### config.mk
export PLATFORM = sky130hd
export DESIGN_NAME = lights_out_puzzle_n
export DESIGN_NICKNAME = d
export VERILOG_FILES = /design/src/rtl/lo_puzzle_pkg.sv /design/src/rtl/lo_toggle_apply.sv /design/src/rtl/lights_out_puzzle_n.sv
export SDC_FILE = /design/constraint.sdc
export NUM_CORES = 1
export LEC_CHECK = 0
export ABC_AREA = 0
export BUFFER_PORTS_ARGS = -buffer_cell sky130_fd_sc_hd__buf_4
export CAP_MARGIN = 20
export CORE_MARGIN = 4
export CORE_UTILIZATION = 48
export CTS_BUF_LIST = sky130_fd_sc_hd__clkbuf_8
export CTS_CLUSTER_DIAMETER = 150
export DETAILED_ROUTE_END_ITERATION = 7
export GPL_TIMING_DRIVEN = 0
export PLACE_DENSITY_LB_ADDON = 0.3
export SETUP_SLACK_MARGIN = 0.4
export SLEW_MARGIN = 20
export SYNTH_ARGS = -nofsm -noshare
export SYNTH_HDL_FRONTEND = slang
export SYNTH_SLANG_ARGS = --single-unit
### constraint.sdc
create_clock -name clk -period 4.1 [get_ports clk]
set_clock_uncertainty 0.2 [all_clocks]
set_input_delay 0.205 -clock clk [delete_from_list [all_inputs] [get_ports clk]]
set_output_delay 0.205 -clock clk [all_outputs]
set_load 0.02 [all_outputs]
### src/rtl/lo_puzzle_pkg.sv
// Shared types and constants for the Lights Out puzzle stage.
package lo_puzzle_pkg;

  typedef enum logic [2:0] {IDLE, LOAD, PLAY, DONE, LOCK} lo_state_e;

  localparam logic [15:0] LO_DISP_DONE = 16'hCAFE;

  // Switch 0 mask lives in the low byte.
  localparam logic [63:0] LO_MASKS_8X8 = 64'hA4D2_EDB5_5AAD_164B;

  function automatic logic [4:0] popcount(input logic [15:0] v);
    logic [4:0] c;
    c = '0;
    for (int i = 0; i < 16; i++) c = c + 5'(v[i]);
    return c;
  endfunction

endpackage

### src/rtl/lo_toggle_apply.sv
// Combinational toggle stage: XORs the mask of every switch that flipped into the LED pattern.
module lo_toggle_apply
  import lo_puzzle_pkg::*;
#(
  parameter int               N     = 8,
  parameter logic [N*N-1:0]   MASKS = '0
) (
  input  logic [N-1:0] dip_sw,
  input  logic [N-1:0] dip_prev,
  input  logic [N-1:0] led_in,
  output logic [N-1:0] led_next,
  output logic [4:0]   toggle_cnt
);

  logic [N-1:0]          diff;
  logic [N-1:0][N-1:0]   term;
  logic [15:0]           diff16;

  assign diff = dip_sw ^ dip_prev;

  for (genvar i = 0; i < N; i++) begin : g_sw
    assign term[i] = diff[i] ? MASKS[i*N +: N] : '0;
  end

  always_comb begin
    led_next = led_in;
    for (int i = 0; i < N; i++) led_next = led_next ^ term[i];
  end

  always_comb begin
    diff16 = '0;
    diff16[N-1:0] = diff;
  end

  assign toggle_cnt = popcount(diff16);

endmodule

### src/rtl/lights_out_puzzle_n.sv
// N-switch Lights Out stage: toggles, edge-qualified submit, bounded retries, move counter.
// Optional move budget enabled by `define LO_MOVE_LIMIT_EN.
module lights_out_puzzle_n
  import lo_puzzle_pkg::*;
#(
  parameter int             N         = 8,
  parameter logic [N-1:0]   INIT_PAT  = N'(8'h2B),
  parameter logic [N-1:0]   TARGET    = '0,
  parameter logic [N*N-1:0] MASKS     = (N*N)'(LO_MASKS_8X8),
  parameter int             MAX_TRIES = 3,
  parameter int             MAX_MOVES = 32
) (
  input  logic          clk,
  input  logic          rst_n,
  input  logic          enable,
  input  logic [N-1:0]  dip_sw,
  input  logic          btn_submit,
  input  logic [15:0]   timer_data,
  output logic [31:0]   seg_data,
  output logic [N-1:0]  led_out,
  output logic [15:0]   move_cnt,
  output logic [3:0]    tries_left,
  output logic          wrong,
  output logic          clear,
  output logic          fail
);

  if (N < 2 || N > 16 || MAX_TRIES < 1 || MAX_TRIES > 15 ||
      MAX_MOVES < 1 || MAX_MOVES > 65535) begin : g_bad_param
    $error("lights_out_puzzle_n: parameter out of range");
  end

  lo_state_e     state;
  logic [N-1:0]  dip_prev;
  logic          sub_prev;
  logic [N-1:0]  led_next;
  logic [4:0]    toggle_cnt;
  logic [16:0]   mc_sum;
  logic [15:0]   mc_next;
  logic [15:0]   disp_moves;
  logic          submit;
  logic          limit_hit;

  lo_toggle_apply #(.N(N), .MASKS(MASKS)) u_toggle (
    .dip_sw     (dip_sw),
    .dip_prev   (dip_prev),
    .led_in     (led_out),
    .led_next   (led_next),
    .toggle_cnt (toggle_cnt)
  );

  assign mc_sum  = {1'b0, move_cnt} + 17'(toggle_cnt);
  assign mc_next = mc_sum[16] ? 16'hFFFF : mc_sum[15:0];
  assign submit  = btn_submit & ~sub_prev;

`ifdef LO_MOVE_LIMIT_EN
  // Only an actual move can exhaust the budget; the judged pattern is the post-move one.
  assign limit_hit  = (toggle_cnt != 5'd0) && (32'(mc_next) >= MAX_MOVES) && (led_next != TARGET);
  assign disp_moves = (32'(move_cnt) >= MAX_MOVES) ? 16'd0 : 16'(MAX_MOVES) - move_cnt;
`else
  assign limit_hit  = 1'b0;
  assign disp_moves = move_cnt;
`endif

  always_comb begin
    seg_data = '0;
    if (state == PLAY)      seg_data = {timer_data, disp_moves};
    else if (state == DONE) seg_data = {timer_data, LO_DISP_DONE};
  end

  always_ff @(posedge clk or negedge rst_n) begin
    if (!rst_n) begin
      state      <= IDLE;
      led_out    <= INIT_PAT;
      move_cnt   <= '0;
      tries_left <= 4'(MAX_TRIES);
      wrong      <= 1'b0;
      clear      <= 1'b0;
      fail       <= 1'b0;
      dip_prev   <= '0;
      sub_prev   <= 1'b0;
    end else begin
      wrong <= 1'b0;
      clear <= 1'b0;
      fail  <= 1'b0;
      if (!enable) begin
        state <= IDLE;
      end else begin
        case (state)
          IDLE: state <= LOAD;
          LOAD: begin
            led_out    <= INIT_PAT;
            dip_prev   <= dip_sw;
            move_cnt   <= '0;
            tries_left <= 4'(MAX_TRIES);
            sub_prev   <= btn_submit;
            state      <= PLAY;
          end
          PLAY: begin
            led_out  <= led_next;
            move_cnt <= mc_next;
            dip_prev <= dip_sw;
            sub_prev <= btn_submit;
            // Judge the pattern as it stood before this cycle's toggles.
            if (submit && led_out == TARGET) begin
              clear <= 1'b1;
              state <= DONE;
            end else if (submit && tries_left > 4'd1 && !limit_hit) begin
              tries_left <= tries_left - 4'd1;
              wrong      <= 1'b1;
            end else if (submit || limit_hit) begin
              fail  <= 1'b1;
              state <= LOCK;
              if (submit) tries_left <= (tries_left > 4'd1) ? tries_left - 4'd1 : 4'd0;
            end
          end
          default: ;
        endcase
      end
    end
  end

endmodule

# Word level (Yosys, flattened, before mapping)

Index checks and enable logic that the tools add are counted.

Multiply operators: 0
Muxes and demuxes: 35
Shift operators: 0
Order comparisons: 1
Add/subtract/negate cells: 9
Bitwise operators: 11
Divide/modulo/power cells: 0
Equal/unequal tests: 8
Reductions and logical operators: 10

Operators by type and width:

| kind                                                          | number |
|---|---|
| XOR 8 bit                                                     | 9 |
| 2-to-1 mux 32 bit                                             | 2 |
| 2-to-1 mux 8 bit                                              | 5 |
| one-hot mux 16 bit (2 select lines)                           | 1 |
| adder 5 x 1 -> 5 bit                                          | 6 |
| adder 16 x 5 -> 17 bit                                        | 1 |
| 2-to-1 mux 16 bit                                             | 1 |
| 2-to-1 mux 4 bit                                              | 4 |
| one-hot mux 8 bit (2 select lines)                            | 1 |
| 2-to-1 mux 7 bit                                              | 2 |
| 2-to-1 mux 1 bit                                              | 12 |
| 2-to-1 mux 3 bit                                              | 4 |
| one-hot mux 3 bit (3 select lines)                            | 1 |
| logical NOT 8 bit                                             | 1 |
| one-hot mux 4 bit (2 select lines)                            | 1 |
| == test 3 x 2 -> 1 bit, second input constant                 | 2 |
| 2-to-1 mux 5 bit                                              | 1 |
| greater-than comparator 4 x 1 -> 1 bit, second input constant | 1 |
| != test 4 x 1 -> 1 bit, second input constant                 | 1 |
| != test 4 x 3 -> 1 bit, second input constant                 | 1 |
| != test 4 bit, second input constant                          | 1 |
| AND reduction 2 bit                                           | 2 |
| AND reduction 4 bit                                           | 1 |
| subtractor 4 x 1 -> 4 bit, second input constant              | 1 |
| other kinds (11)                                              | 12 |

Output and inout bits: 63
RAM bits: 0
Flip-flop bits (word level): 43
Bits of input ports: 28
Memory bits (read-only): 0
Memories kept: 0
Latch bits: 0

# Depth between registers and ports, before layout

Depth in word-level cells: 11
Depth in mapped cells: 18
Depth with buffers taken out: 17

# By module

From an unflattened synthesis, not the netlist that was laid out.

Cell total of the unflattened synthesis: 322
Area total of the unflattened synthesis: 3041.7 µm²

Modules (own cells, without submodules):

| module              | cells each | area each (µm²) | seq. area each (µm²) | instances |
|---|---|---|---|---|
| lights_out_puzzle_n | 274        | 2482.4          | 1083.5               | 1 |
| lo_toggle_apply     | 48         | 559.3           | 0.0                  | 1 |

# Worst setup path before layout

Ideal clock, no wire load.

Path kind: reg-to-reg
Start point: reg dip_prev[0]
End point: reg move_cnt[5]
Library setup time: 0.121 ns
Path buffers: 0
Cell stages (with the launch flop): 17
Required time: 3.779 ns
Path slack: -0.356 ns
Data arrival time: 4.135 ns
Cell sequence: dfrtp_1 -> xor2_1 -> ha_1 -> inv_1 -> fa_1 -> fa_1 -> inv_1 -> fa_1 -> inv_1 -> fa_1 -> inv_1 -> ha_1 -> a21o_1 -> a211oi_1 -> or2_2 -> o21ai_0 -> a22o_1

Longest elaborated chain between the ends: 11

RTL lines:

| what                                | line                       | text |
|---|---|---|
| start, declared                     | lights_out_puzzle_n.sv:34  | `logic [N-1:0] dip_prev;` |
| start signal, assigned              | lights_out_puzzle_n.sv:93  | `dip_prev <= dip_sw;` |
| start signal, assigned              | lights_out_puzzle_n.sv:102 | `dip_prev <= dip_sw;` |
| XOR 8 bit                           | lo_toggle_apply.sv:19      | `assign diff = dip_sw ^ dip_prev;` |
| adder 1 x 1 -> 2 bit                | lo_puzzle_pkg.sv:14        | `for (int i = 0; i < 16; i++) c = c + 5'(v[i]);` |
| adder 5 x 1 -> 5 bit (6 in a row)   | lo_puzzle_pkg.sv:14        |  |
| adder 16 x 5 -> 17 bit              | lights_out_puzzle_n.sv:52  | `assign mc_sum = {1'b0, move_cnt} + 17'(toggle_cnt);` |
| 2-to-1 mux 16 bit                   | lights_out_puzzle_n.sv:53  | `assign mc_next = mc_sum[16] ? 16'hFFFF : mc_sum[15:0];` |
| one-hot mux 16 bit (2 select lines) | lights_out_puzzle_n.sv:89  | `case (state)` |
| end signal, assigned                | lights_out_puzzle_n.sv:101 | `move_cnt <= mc_next;` |
| end, declared                       | lights_out_puzzle_n.sv:21  | `output logic [15:0] move_cnt,` |

No other way between the ends.
A chain may end at the register's enable or synchronous reset.

# Worst setup path in the final report

Start point: reg dip_prev[0]
End point: reg move_cnt[13]

The elaborated chain is that of the path after synthesis.

==> flow_summary_export.csv <==
group,metric,value,unit
logic_synthesis,synth-async-reset-ratio,100,%
drt,antenna_left,0,
power,irDropWorstVdd,0.000915,V
finish,drive_above_1_share,39.4,%
setup_path,worstSetupPathType,"reg -> reg",
logic_synthesis,synth_ff_type,"dfrtp_1",
timing,setup_ws,-380,ps
setup_path,critPathMaxStageDelay,490,ps
drt,vias_per_cell,5.70,
grt,grt_pass1_vias,2897,
finish,num-fill-cells,452,
logic_synthesis,syn_area,2990,sq um
setup_path,r2r_cells,16,
setup_path,path_cells,"xor2_2 > ha_4 > inv_2 > fa_1 > fa_1 > inv_1 > fa_2 > inv_2 > fa_2 > fa_2 > nor2b_4 > o21a_4 > o2111ai_4 > buf_6 > a21boi_2 > o211ai_1",
logic_synthesis,synth_seq_cells,43,
cts,clk_pin_slew,80,ps
worst_hold_path,hp-start,"btn_submit",
logic_synthesis,synth_edf_count,0,
logic_synthesis,avgSynthCellArea,9.23,sq um
grt,grt.overflow.total,0,
timing,setup_viol,16,
power,p_leak,2.05,nW
setup_path,start_kind,"register",
timing,drv_slew,0,
floorplanning,die_width,86.9,microns
setup_path,startpoint,"dip_prev[0]",
cts,insertion_delay,300,ps
timing,holdWs,25.6,ps
floorplanning,start_util,49.9,%
setup_path,required,4110,ps
grt,grt_pass1_wl,13.3,mm
finish,fin_cells,519,
finish,nNetsFinal,485,
placement,dpl.cell_count,489,
logic_synthesis,seq_area_frac_synth,36.2,%
cts,cts_max_path_buffers,2,
setup_path,r2r_start,"dip_prev[0]",
drt,totalWireLength,8.80,mm
power,p_per_area,927,nW/um^2
cts,cts_sinks,43,
outcome,violations,"negative setup slack",
floorplanning,dieArea,7560,sq um
timing,period_share,109,%
cts,htree_levels,2,
finish,area_delta_synth_final,43.6,%
outcome,status,"finished, violations left",
timing,relSlewSlack,58.0,%
setup_path,critPathMaxFanout,5,
setup_path,crit_top_cell,"fa_2",
drt,drtPass1Iterations,5,
grt,antenna_found_initial,0,
setup_path,cp.arrival,4490,ps
logic_synthesis,syn_inst,324,
finish,antennaDiodeCount,0,
logic_synthesis,synth_cell_types,58,
grt,grt_use_total,22.0,%
placement,place_congestion,0.870,
timing,rsz0062_at_grt,"true",
drt,drc,0,
drt,wl_per_cell,16.9,microns
cts,cts-root-buf,"clkbuf_8",
floorplanning,row_count,28,
floorplanning,fp.coreArea,5990,sq um
worst_hold_path,hold_path.class,"in -> reg",
timing,post-route-min-period,4480,ps
finish,design_area,4300,sq um
setup_path,cpMaxStageDelayCell,"fa_1",
placement,dpl_cell_area,3820,sq um
logic_synthesis,syn-num-nets,366,
cts,cts_buffers,5,
drt,vias,2958,
setup_path,critPathCaptureType,"register",
floorplanning,dieHeight,86.9,microns
placement,portBuffers,90,
logic_synthesis,synth_warnings,0,
cts,cts_tree,"yes",
grt,grt_max_degree,44,
worst_hold_path,hold_depth,3,
run,drv_cap,0,
timing,fmax,0.223,GHz
finish,finalCoreUtilization,71.7,%
drt,dr.first_iter.drc_count,200,
placement,dpl.hpwl,5.93,mm
floorplanning,pin_count,91,
timing,tightest_slew,627,ps
timing,hold_viol,0,
-- layout make-up --
class	count	area (sq um)	share of cell area, %
clock inverter	2	35.0	0.816
inverter	19	71.3	1.66
clock buffer	6	82.6	1.92
sequential	43	1080	25.2
buffer	19	85.1	1.98
tap	75	93.8	2.18
multi-input combinational	243	1970	45.9
timing repair buffer	112	873	20.3
-- repair_timing --
item	CTS	global route
buffers inserted	6	5
gates resized for setup	15	26
hold buffers	10	0
endpoints found under the hold margin	46	0
pin swaps	9	15
gates cloned	1	0
setup endpoints to repair	16	16
-- synthesized netlist by cell type, drive strengths merged (6+ instances only) --
library cell,count,area [sq um]
a21oi,12,63.8
and2,22,138
clkbuf,15,58.8
dfrtp,37,926
dfstp,6,158
ha,9,113
inv,19,71.3
nand2,42,158
nor2,11,41.3
nor2b,7,43.8
o21a,15,113
o21ai,21,105
xnor2,14,160
xor2,8,77.6
-- power by group --
| part | switching, W | internal, W |
|---|---|---|
| sequential | 0.000128 | 0.000564 |
| clock | 0.000153 | 0.000197 |
| combinational | 0.00159 | 0.00135 |
| total | 0.00187 | 0.00211 |
-- registers in the layout, indices dropped and copies added, names as in the netlist --
signal / cells
clear: 1
sub_prev: 1
led_out: 8
tries_left: 4
fail: 1
wrong: 1
move_cnt: 16
dip_prev: 8
state: 3
-- routing by layer --
metal | vias to the layer above | part of all wire [%] | global-route usage [%]
li1 | 1377 | - | -
met1 | 1433 | 40 | 26.6
met2 | 127 | 51 | 39.3
met3 | 21 | 6.9 | 4.07
met4 | 0 | 2.0 | 6.80
met5 | - | 0 | 0
-- through the flow --
stage	power (W)	setup TNS (ps)	setup WS [ps]
global route	0.00427	-7130	-544
finish	0.00398	-5000	-380
CTS	0.00356	-4850	-364
detailed placement	0.00300	-6040	-445
floorplan	0.00239	-1290	-151
global placement	0.00291	-4730	-375
-- cell usage in the layout, fill, tap and decap left out, types with 4 or more instances in the layout --
master and count:
inv_2 4, inv_1 15, xor2_1 6, clkbuf_1 13, and2_1 22, xnor2_2 7
dlygate4sd3_1 10, xnor2_1 7, nand3_1 4, dfstp_2 6, nor2b_1 4, mux2i_1 4
a22o_1 5, dfrtp_1 37, o21ai_1 4, a21o_1 5, clkbuf_8 6, nor2_1 11
o21ai_0 15, a21oi_2 6, nand2_1 42, ha_1 7, buf_4 100, o21a_1 13
a21oi_1 6
-- final timing paths --
kind                            slack, ps            to
min in group asynchronous             230      state[0]
max in group asynchronous            3090    led_out[3]
worst min-delay path                   30      sub_prev
worst max-delay path                 -380  move_cnt[13]
worst max register to register       -380  move_cnt[13]
worst min register to register        300    led_out[0]
-- logic make-up after synthesis --
kind of cell	count (synthesis)	share of synthesized area, %
buf+inv	38	5.02
flops	43	36.2
fa+ha+maj	14	7.11
xor+xnor	24	9.45
mux	4	1.34
simple gates	109	19.0
compound gates	92	21.9
-- critical path, delay by kind of cell (launching register included) --
kind                     cells  cell delay, ps
AND/OR/NAND/NOR              1             120
adder cells (fa/ha/maj)      6            2350
flip-flops                   1             420
buffers and inverters        4             350
XOR/XNOR                     1             290
AO/OA/AOI/OAI                4             650
Power figures use the tool's default switching activity.
